**src/rtl/serial_adder.sv**
```systemverilog
`default_nettype none
// ============================================================================
//  Module   : full_adder
//  Purpose  : Single-bit full-adder cell (sum and carry of three input bits).
//  Revision : 1.0 - initial release
// ============================================================================
module full_adder (
    input  logic a,
    input  logic b,
    input  logic ci,
    output logic s,
    output logic co
);

    // Plain combinational sum and majority carry
    always_comb begin
        s  = a ^ b ^ ci;
        co = (a & b) | (a & ci) | (b & ci);
    end

endmodule

// ============================================================================
//  Module   : serial_adder
//  Purpose  : Bit-serial WIDTH-bit adder. Captures two operands and a carry-in,
//             feeds one bit pair per clock (LSB first) through a full-adder
//             cell with a recirculating carry flop, then presents the parallel
//             sum and carry-out together with a one-cycle done pulse.
//  Revision : 1.0 - initial release
// ============================================================================
module serial_adder #(
    parameter int WIDTH = 8
) (
    input  logic             clk,
    input  logic             rst,
    input  logic             start,
    input  logic [WIDTH-1:0] a,
    input  logic [WIDTH-1:0] b,
    input  logic             cin,
    output logic             busy,
    output logic             done,
    output logic [WIDTH-1:0] sum,
    output logic             cout
);

    // Counter wide enough to reach WIDTH itself after the final bit.
    localparam int            CW         = $clog2(WIDTH) + 1;
    localparam logic [CW-1:0] c_cnt_last = CW'(WIDTH - 1);
    localparam logic [CW-1:0] c_cnt_one  = CW'(1);

    typedef enum logic [1:0] {
        S_IDLE = 2'd0,
        S_ADD  = 2'd1,
        S_DONE = 2'd2
    } state_t;

    state_t           r_state;
    state_t           w_state_next;

    logic [WIDTH-1:0] r_sa;
    logic [WIDTH-1:0] r_sb;
    logic [WIDTH-1:0] r_ss;
    logic             r_c;
    logic [CW-1:0]    r_cnt;
    logic [WIDTH-1:0] r_sum;
    logic             r_cout;

    logic             w_fa_s;
    logic             w_fa_co;
    logic [WIDTH-1:0] w_ss_next;
    logic             w_last;

    // One bit position per clock: LSBs of the operand shifters plus the carry flop
    full_adder u_fa (
        .a  (r_sa[0]),
        .b  (r_sb[0]),
        .ci (r_c),
        .s  (w_fa_s),
        .co (w_fa_co)
    );

    // New sum bit enters at the MSB so after WIDTH shifts bit 0 lands at bit 0
    always_comb begin
        w_ss_next = {w_fa_s, r_ss[WIDTH-1:1]};
        w_last    = (r_cnt == c_cnt_last);
    end

    // State register
    always_ff @(posedge clk or posedge rst) begin
        if (rst) begin
            r_state <= S_IDLE;
        end else begin
            r_state <= w_state_next;
        end
    end

    // Next-state decode and status outputs derived from state
    always_comb begin
        w_state_next = r_state;
        busy         = 1'b0;
        done         = 1'b0;
        case (r_state)
            S_IDLE: begin
                if (start) begin
                    w_state_next = S_ADD;
                end
            end
            S_ADD: begin
                busy = 1'b1;
                if (w_last) begin
                    w_state_next = S_DONE;
                end
            end
            S_DONE: begin
                done         = 1'b1;
                w_state_next = S_IDLE;
            end
            default: begin
                w_state_next = S_IDLE;
            end
        endcase
    end

    // Operand capture, serial shifting and result latch on the final bit
    always_ff @(posedge clk or posedge rst) begin
        if (rst) begin
            r_sa   <= '0;
            r_sb   <= '0;
            r_ss   <= '0;
            r_c    <= 1'b0;
            r_cnt  <= '0;
            r_sum  <= '0;
            r_cout <= 1'b0;
        end else begin
            case (r_state)
                S_IDLE: begin
                    if (start) begin
                        r_sa  <= a;
                        r_sb  <= b;
                        r_c   <= cin;
                        r_cnt <= '0;
                    end
                end
                S_ADD: begin
                    r_ss  <= w_ss_next;
                    r_c   <= w_fa_co;
                    r_sa  <= r_sa >> 1;
                    r_sb  <= r_sb >> 1;
                    r_cnt <= r_cnt + c_cnt_one;
                    // Outputs only ever change here, so partial sums stay hidden
                    if (w_last) begin
                        r_sum  <= w_ss_next;
                        r_cout <= w_fa_co;
                    end
                end
                default: begin
                end
            endcase
        end
    end

    // Registered results drive the outputs directly
    always_comb begin
        sum  = r_sum;
        cout = r_cout;
    end

endmodule
`default_nettype wire

```
**config.mk**
```make
export PLATFORM = sky130hd
export DESIGN_NAME = serial_adder
export DESIGN_NICKNAME = d
export VERILOG_FILES = /design/src/rtl/serial_adder.sv
export SDC_FILE = /design/constraint.sdc
export NUM_CORES = 1
export LEC_CHECK = 0
export ABC_AREA = 1
export BUFFER_PORTS_ARGS = -buffer_cell sky130_fd_sc_hd__clkbuf_2
export CAP_MARGIN = 25
export CELL_PAD_IN_SITES_DETAIL_PLACEMENT = 1
export CELL_PAD_IN_SITES_GLOBAL_PLACEMENT = 2
export CORE_MARGIN = 2
export CORE_UTILIZATION = 35
export CTS_CLUSTER_SIZE = 16
export DETAILED_ROUTE_END_ITERATION = 12
export GPL_ROUTABILITY_DRIVEN = 0
export HOLD_SLACK_MARGIN = 0.1
export PLACE_DENSITY_LB_ADDON = 0.15
export SKIP_LAST_GASP = 1
export SYNTH_ARGS = -nofsm -noshare
export SYNTH_HDL_FRONTEND = slang
export SYNTH_SLANG_ARGS = --single-unit
```
**constraint.sdc**
```tcl
create_clock -name clk -period 1.8 [get_ports clk]
set_input_delay 0.09 -clock clk [delete_from_list [all_inputs] [get_ports clk]]
set_output_delay 0.09 -clock clk [all_outputs]
set_load 0.01 [all_outputs]
```
Word-level counts from Yosys, hierarchy flattened

Cells that the tools add are included.
W data, S select, Z words.

Register bits: 40
Output and inout port bits: 11
Logic and storage cells: 39

Add/subtract/negate cells: 1
Eq/ne operators: 5
Multiplexer cells: 13
Bitwise gates (word level): 7
Reductions and logical operators: 5

Operators by type and width:

| operator              | number |
|---|---|
| $pmux W8 S2           | 2 |
| $mux W8               | 2 |
| $pmux W4 S2           | 1 |
| $reduce_and A2 Y1     | 3 |
| $add A4 B1 Y4 const B | 1 |
| $eq A4 B3 Y1 const B  | 1 |
| $mux W2               | 2 |
| $mux W4               | 1 |
| $ne A2 B2 Y1 const B  | 2 |
| $pmux W2 S2           | 1 |
| $and A1 B1 Y1         | 3 |
| $mux W1               | 3 |
| $eq A2 B1 Y1 const B  | 1 |
| $eq A2 B2 Y1 const B  | 1 |
| $logic_not A2 Y1      | 1 |
| $or A1 B1 Y1          | 2 |
| $pmux W1 S2           | 1 |
| $reduce_bool A2 Y1    | 1 |
| $xor A1 B1 Y1         | 2 |

Logic depth before layout (Yosys ltp)

Gate-level depths: netlist of the first run.

Depth after elaboration: 4
Mapped depth: 6
Mapped depth without buffers: 6

Cells and area by module

A second synthesis of the first run with hierarchy kept.

Cells, all modules: 193
Area, all modules: 1705.4 sq um

Modules (own cells, without submodules):

| module       | times used | cells each | area an instance (sq um) | seq. area each (sq um) |
|---|---|---|---|---|
| serial_adder | 1          | 192        | 1685.4                   | 975.9 |
| full_adder   | 1          | 1          | 20.0                     | 0.0 |

Worst setup path after synthesis of the first run

Ideal clock, no wire load.

Path kind: register to register
Start point: reg r_cnt[0]
End point: reg r_sum[7], in the netlist sum[7]
Setup time: 117 ps
Arrival time: 990 ps
Path slack: 694 ps
Stages on the path, launching flop included: 7
Buffers on the path: 0
Period minus slack after synthesis: 1106 ps
Cell sequence: dfrtp_1 -> ha_1 -> nand2_1 -> nor2_1 -> nand2_2 -> nand2_1 -> nand2_1

Longest elaborated chain between the ends: 2

RTL lines:

| item                               | line | text |
|---|---|---|
| start, declared                    | 64   | `logic [CW-1:0] r_cnt;` |
| start signal, assigned             | 149  | `r_cnt <= r_cnt + c_cnt_one;` |
| $eq A4 B3 Y1                       | 85   | `w_last = (r_cnt == c_cnt_last);` |
| $reduce_and A2 Y1 (no source line) | -    |  |
| end signal, assigned               | 152  | `r_sum <= w_ss_next;` |
| end, declared                      | 65   | `logic [WIDTH-1:0] r_sum;` |

Every way passes these cells.
A chain may end at the register's enable or synchronous reset.

Worst setup path in the final report of the first run

Start point: reg r_state[0]
End point: out busy

Longest elaborated chain between the ends: 2

RTL lines:

| item                   | line | text |
|---|---|---|
| start, declared        | 57   | `state_t r_state;` |
| start signal, assigned | 93   | `r_state <= w_state_next;` |
| $eq A2 B1 Y1           | 102  | `case (r_state)` |
| $mux W1                | 102  |  |
| end, declared          | 40   | `output logic busy,` |

Every way passes these cells.

==> metrics.md, run 1 <==
| Metric | Value |
|---|---|
| Status | finished clean |
| CP Max Fanout | 27 |
| CTS tree | yes |
| I/O pins | 31 |
| Initial DRC count | 60 |
| Overall power | roughly 3.3 mW |
| Clock Path Buffers | 2 |
| CP endpoint kind | output port |
| Mapped Avg Cell Area | just under 9 um2 |
| Clk_skew | roughly 0.007 ns |
| Post-route setup TNS | 0 ns |
| Yosys cell types | 17 |
| Post-DP HPWL | roughly 2600 um |
| Die Width | 73.3 um |
| Crit path DAT | between 1 and 1.5 ns |
| Die area | between 5000 and 6000 um2 |
| Remaining Overflow, GRT | 0 |
| Antenna viol nets, final | 0 |
| Total GRT Usage | ~16% |
| Final Hold Viols | 0 |
| Post-CTS Setup Inserts | 0 |
| R2r setup slk | 0.43 ns |
| Util after Layout | roughly 46% |
| P&R area growth vs syn | 27.9% |
| Most frequent cells in the layout | 84 x nand2_1, 39 x nand3_1, 39 x dfrtp_1, 30 x clkbuf_2, 18 x dlygate4sd3_1 |
| Final Non-Filler Cells | roughly 300 |
| CTS buffer count | 5 |
| Max_cap viols | 0 |
| Layout cells sized above 1 | approximately a fifth |
| R2R cell count | 5 |
| Place WS | ~0.40 ns |
| WS Path Type | reg2out |
| Yosys warns | 0 |
| Actual slew at the worst max-slew pin | 0.498 ns |
| Final wirelength | approximately 3800 um |
| R2r startpoint | r_state[0] |
| Cells on Worst Hold Path | 5 |
| Clk slew on worst S/H paths | 0.08 ns |
| Die height | ~73 um |
| PnR worst setup slack | approximately 0.3 ns |
| Largest net degree at the start of global routing | 40 |
| Cell area power density | between 1500 and 2000 nW/um2 |
| Commonest non-fill, non-tap cell in the layout | nand2_1 |
| CTS root buf | clkbuf_8 |
| Count of final setup violators | 0 |
| Initial core utilization | 35.8% |
| WP data required | approximately 1.7 ns |
| Inserted Diodes | 0 |
| Number of global-route vias before repair | between 1,500 and 2,000 |
| CP startpoint | r_state[0] |
| Startpoint types | flip-flop |
| Final nets | roughly 260 |
| Drt drc | 0 |
| First-pass GRT wire length | between 6000 and 7000 um |
| Critical Path End | busy |
| #FFs+latches synth | 39 |
| CTS H-tree lvls | 2 |
| Synthesized area | ~1700 um2 |
| Leakage Power | approximately 1.1 nW |
| Min cycle time layout | 1.50 ns |
| Final period util | between 80 and 90% |
| RSZ-0062 raised after global routing | false |
| Antenna violations before repair | 0 |
| Sink Count | 39 |
| Drt wl/cell | roughly 13 um |
| Post-synthesis sequential area ratio | roughly 58% |
| Syn Inst Count | 191 |
| Routed via count | ~1,400 |
| Final Slew Violations | 0 |
| HP Class | in2reg |
| RR Endpoint | sum[1] |
| Cells after DPL | 270 |
| Pre-Repair DR Iteration Count | 4 |
| Core area | about 4700 um2 |
| # rows | 25 |
| Port Buffers | 30 |
| Vias per cell | about 4.8 |
| Maximum VDD drop | approximately 0.48 mV |
| Max frequency | 0.667 GHz |
| Clk_lat worst skew | approximately 0.29 ns |
| Max_slew headroom | between 60% and 70% |
| Syn nets | roughly 210 |
## sequential cells by signal, indices dropped and copies added, names as in the netlist
| signal | count |
|---|---|
| r_sa | 8 |
| r_sb | 8 |
| sum | 8 |
| r_ss | 7 |
| r_cnt | 4 |
| r_state | 2 |
| cout | 1 |
| r_c | 1 |
## power breakdown
part | total (mW) | internal (mW) | switching (mW)
combinational | 1.13 | 0.432 | 0.700
clock | 0.646 | 0.348 | 0.298
sequential | 1.51 | 1.25 | 0.254
total | 3.28 | 2.03 | 1.25
## routing by layer
layer | track usage (%) | vias up | part of all wire [%]
met3 | 4.25 | 6 | 3.7
met2 | 27.2 | 26 | 49
met4 | 4.85 | 0 | 1.4
met1 | 20.1 | 681 | 46
met5 | 0 | - | 0
li1 | - | 716 | -
## final cells by class
cell class / instances / area [um2]
Multi-Input combinational cell: 139 / 629
Tap cell: 54 / 67.6
Fill cell: 566 / 2540
Timing Repair Buffer: 51 / 353
Clock buffer: 7 / 96.3
Clock inverter: 1 / 7.51
Inverter: 5 / 21.3
Sequential cell: 39 / 976
## cells by family after synthesis
group                      synth area share, %
and+or+nand+nor                           33.9
DFF                                       58.0
buffers and inverters                     4.54
AOI/OAI and AO/OA                         1.64
adders and majority gates                 1.93
## metrics by stage
step | hold WS, ns | area (um2)
2_1_floorplan | 0.200 | 1680
6_report | 0.213 | 2150
5_1_grt | 0.256 | 2150
4_1_cts | 0.214 | 2150
3_5_place_dp | 0.222 | 1870
3_3_place_gp | 0.212 | 1870
## worst max-delay path, stage by stage (launching register included)
cell      delay, ns
dfrtp_1        0.43
nand2_2        0.21
inv_4          0.29
clkbuf_2       0.19
## worst min-delay path by stage
stage / from / endpoint / slack, ns
2_1_floorplan: a[7] / r_sa[7] / 0.20
3_3_place_gp: rst / r_ss[5] / 0.21
3_5_place_dp: rst / r_ss[5] / 0.22
4_1_cts: start / r_sa[7] / 0.21
5_1_grt: start / r_sa[7] / 0.26
6_report: start / r_sa[7] / 0.21
## cell usage after synthesis
library cell | n | area, um2
fa_1 | 1 | 20.0
inv_2 | 1 | 3.75
nor2_4 | 2 | 22.5
o21bai_1 | 1 | 7.51
inv_4 | 1 | 6.26
o21ai_0 | 4 | 20.0
nand2_1 | 84 | 315
nand3_1 | 39 | 195
nand4_1 | 1 | 6.26
inv_1 | 3 | 11.3
nand2_2 | 3 | 18.8
buf_6 | 2 | 22.5
ha_1 | 1 | 12.5
buf_4 | 1 | 7.51
dfrtp_1 | 39 | 976
buf_2 | 5 | 25.0
nor2_1 | 3 | 11.3
## what timing repair did
action,in CTS,in global routing
hold endpoints to repair,56,0
resized for setup,0,0
hold buffers,18,0
Note: power is estimated with default switching activity, not from simulation.
==> run 2: changes to the inputs <==
--- a/config.mk
+++ b/config.mk
@@ -5,13 +5,13 @@
 export SDC_FILE = /design/constraint.sdc
 export NUM_CORES = 1
 export LEC_CHECK = 0
-export ABC_AREA = 1
+export ABC_AREA = 0
 export BUFFER_PORTS_ARGS = -buffer_cell sky130_fd_sc_hd__clkbuf_2
 export CAP_MARGIN = 25
 export CELL_PAD_IN_SITES_DETAIL_PLACEMENT = 1
 export CELL_PAD_IN_SITES_GLOBAL_PLACEMENT = 2
 export CORE_MARGIN = 2
-export CORE_UTILIZATION = 35
+export CORE_UTILIZATION = 34
 export CTS_CLUSTER_SIZE = 16
 export DETAILED_ROUTE_END_ITERATION = 12
 export GPL_ROUTABILITY_DRIVEN = 0
==> constraint.sdc (replaced) <==
create_clock -name clk -period 1.5 [get_ports clk]
set_input_delay 0.075 -clock clk [delete_from_list [all_inputs] [get_ports clk]]
set_output_delay 0.075 -clock clk [all_outputs]
set_load 0.01 [all_outputs]
==> metrics.md, run 2 <==
| Metric | Value |
|---|---|
| HP Class | in2reg |
| Area leader, netlist | dfrtp_1 |
| Drt drc | 0 |
| Crit path DAT | ~1.6 ns |
| Clk_skew | 0.00599 ns |
| Syn Inst Count | roughly 160 |
| Antenna violations before repair | 0 |
| Top-area cell type share of the netlist area | between 50% and 60% |
| P&R area growth vs syn | 33.8% |
| Max_cap viols | 0 |
| Leakage Power | between 1 and 1.5 nW |
| Die Width | 74.1 um |
| Mapped Avg Cell Area | between 10 and 15 um2 |
| WP data required | roughly 1.7 ns |
| First-pass GRT wire length | 6890 um |
| Final Slew Violations | 0 |
| Prevailing post-synth register cell | dfrtp_1 |
| CP endpoint kind | flip-flop |
| Post-DP HPWL | around 2700 um |
| Final wirelength | between 4000 and 5000 um |
| Largest net degree at the start of global routing | 40 |
| WS Path Type | reg2reg |
| Clk_lat worst skew | 0.29 ns |
| Maximum VDD drop | about 0.73 mV |
| EDFF count, synth | 0 |
| Dpl cell area | a little under 2000 um2 |
| Most frequent cell after synthesis | dfrtp_1 |
| CTS buffer count | 5 |
| Final nets | ~240 |
| Number of global-route vias before repair | between 1,000 and 1,500 |
| Synth top area cells | dfrtp_1 58%, nand2_1 8.5%, mux2_2 6.7% |
| Pre-Repair DR Iteration Count | 4 |
| Core area | roughly 4700 um2 |
| Clock Path Buffers | 2 |
| Antenna viol nets, final | 0 |
| Cell area after layout | 2230 um2 |
| Initial core utilization | a little over a third |
| # rows | 25 |
| #FFs+latches synth | 39 |
| Actual slew at the worst max-slew pin | around 0.50 ns |
| Min cycle time layout | ~1.5 ns |
| Cells after DPL | 256 |
| CTS root buf | clkbuf_8 |
| CP max stage cell | dfrtp_1 |
| Filler instances | around 530 |
| Remaining Overflow, GRT | 0 |
| Final period util | between 90% and 100% |
| Post-synthesis async set-or-reset flop share | 100% |
| Syn nets | approximately 180 |
| Max_slew headroom | between 60% and 70% |
| Drt wl/cell | between 10 and 15 um |
| Clk slew on worst S/H paths | 0.07 ns |
| Die area | 5490 um2 |
| Die height | approximately 74 um |
| Post-synthesis sequential area ratio | about three fifths |
| Total GRT Usage | ~17% |
| Vias per cell | ~5 |
| CTS tree | yes |
| Cell area power density | ~1900 nW/um2 |
| Yosys cell types | 20 |
| RSZ-0062 raised after global routing | true |
| Synthesized area | around 1700 um2 |
| Count of final setup violators | 0 |
| Port Buffers | 30 |
| Routed via count | between 1,000 and 1,500 |
| Initial DRC count | 48 |
| Cells along the critical path | ha_2 -> nand2_1 -> nor3_4 -> buf_12 -> mux2_2 |
| Inserted Diodes | 0 |
| Final Non-Filler Cells | between 200 and 300 |
| Layout cells sized above 1 | a little under a third |
| Util after Layout | 47.3% |
| I/O pins | 31 |
| Most frequent cells after synthesis | 39 x dfrtp_1, 38 x nand2_1, 18 x o21ai_0 |
| Worst hold slack | approximately 0.11 ns |
| CP peak stage delay | between 0.3 and 0.4 ns |
| Final Hold Viols | 0 |
| CTS H-tree lvls | 2 |
| Yosys warns | 0 |
| Most frequent cells in the layout | 38 x nand2_1, 38 x dfrtp_1, 30 x clkbuf_2, 18 x o21ai_0, 14 x a22oi_1 |
| Sink Count | 39 |
| CP Max Fanout | 9 |
| Startpoint types | flip-flop |
| Max frequency | 0.686 GHz |
| Status | finished clean |
==> run 2: cell types whose count changed in the layout (fill, tap and decap cells not counted), moves of 3 or more <==
cell / previous run / this run
nand2_1: 84 / 38
dlygate4sd3_1: 18 / 12
o21ai_0: 4 / 18
a21oi_1: 0 / 7
mux2_2: 0 / 10
a22oi_1: 0 / 14
nand2_2: 3 / 0
nor2b_1: 0 / 6
nand3_1: 39 / 2
buf_4: 3 / 13
==> run 2: timing repair <==
| item | CTS | global route |
|---|---|---|
| hold endpoints to repair | 50 | 0 |
| pin swaps | 1 | 1 |
| gates resized for setup | 4 | 2 |
| setup endpoints to repair | 21 | 12 |
| setup buffers | 3 | 2 |
| hold buffers | 12 | 0 |
==> run 2: critical path: cells and delay by family, from the launching register on <==
kind | cells | cell delay, ns
adders and majority gates | 1 | 0.20
and+or+nand+nor | 2 | 0.29
muxes | 1 | 0.33
buffers and inverters | 1 | 0.16
DFF | 1 | 0.36
==> run 2: cell type report <==
type / instances / area, um2 / area share, %
Sequential cell: 39 / 977 / 43.8
Multi-Input combinational cell: 108 / 666 / 29.8
Timing Repair Buffer: 57 / 399 / 17.9
Clock buffer: 8 / 100 / 4.48
Tap cell: 67 / 83.8 / 3.75
Inverter: 2 / 7.51 / 0.336
==> run 2: path summary, 6_finish.rpt <==
path	from	endpoint	slack [ns]	cells after the start
worst min-delay path	b[6]	r_sb[6]	0.11	3
worst max-delay path	r_cnt[0]	sum[4]	0.04	5
worst max register to register	r_cnt[0]	sum[4]	0.04	5
min in group asynchronous	rst	cout	0.45	4
worst min register to register	r_ss[1]	r_ss[1]	0.49	2
max in group asynchronous	rst	r_state[0]	0.68	4
==> run 2: where the power goes <==
group          switching [mW]  total (mW)  internal [mW]
sequential              0.302        1.79           1.48
combinational           0.878        1.70          0.821
clock                   0.362       0.781          0.420
==> run 2: routing by layer <==
layer	wire length [um]	global-route usage, %	vias up
met3	120	4.07	2
met4	29	6.67	0
met1	1830	21.4	692
li1	-	-	652
met5	0	0	-
met2	2050	27.0	21
==> run 2: kinds of logic after synthesis <==
logic type      after synthesis  share of synthesized area (%)
simple gates                 53                           14.5
fa+ha+maj                     2                           1.95
flops                        39                           58.5
compound gates               43                           15.8
buf+inv                      10                           2.55
mux                          10                           6.75
==> run 2: stage by stage <==
| step | setup slack (ns) | power, mW | TNS, ns |
|---|---|---|---|
| finish | 0.0420 | 4.27 | 0 |
| global route | -0.0156 | 4.66 | -0.0834 |
| CTS | -0.0151 | 4.27 | -0.0420 |
| detailed placement | -0.0400 | 3.38 | -0.216 |
| global placement | 0.0329 | 3.29 | 0 |
| floorplan | 0.0864 | 2.76 | 0 |
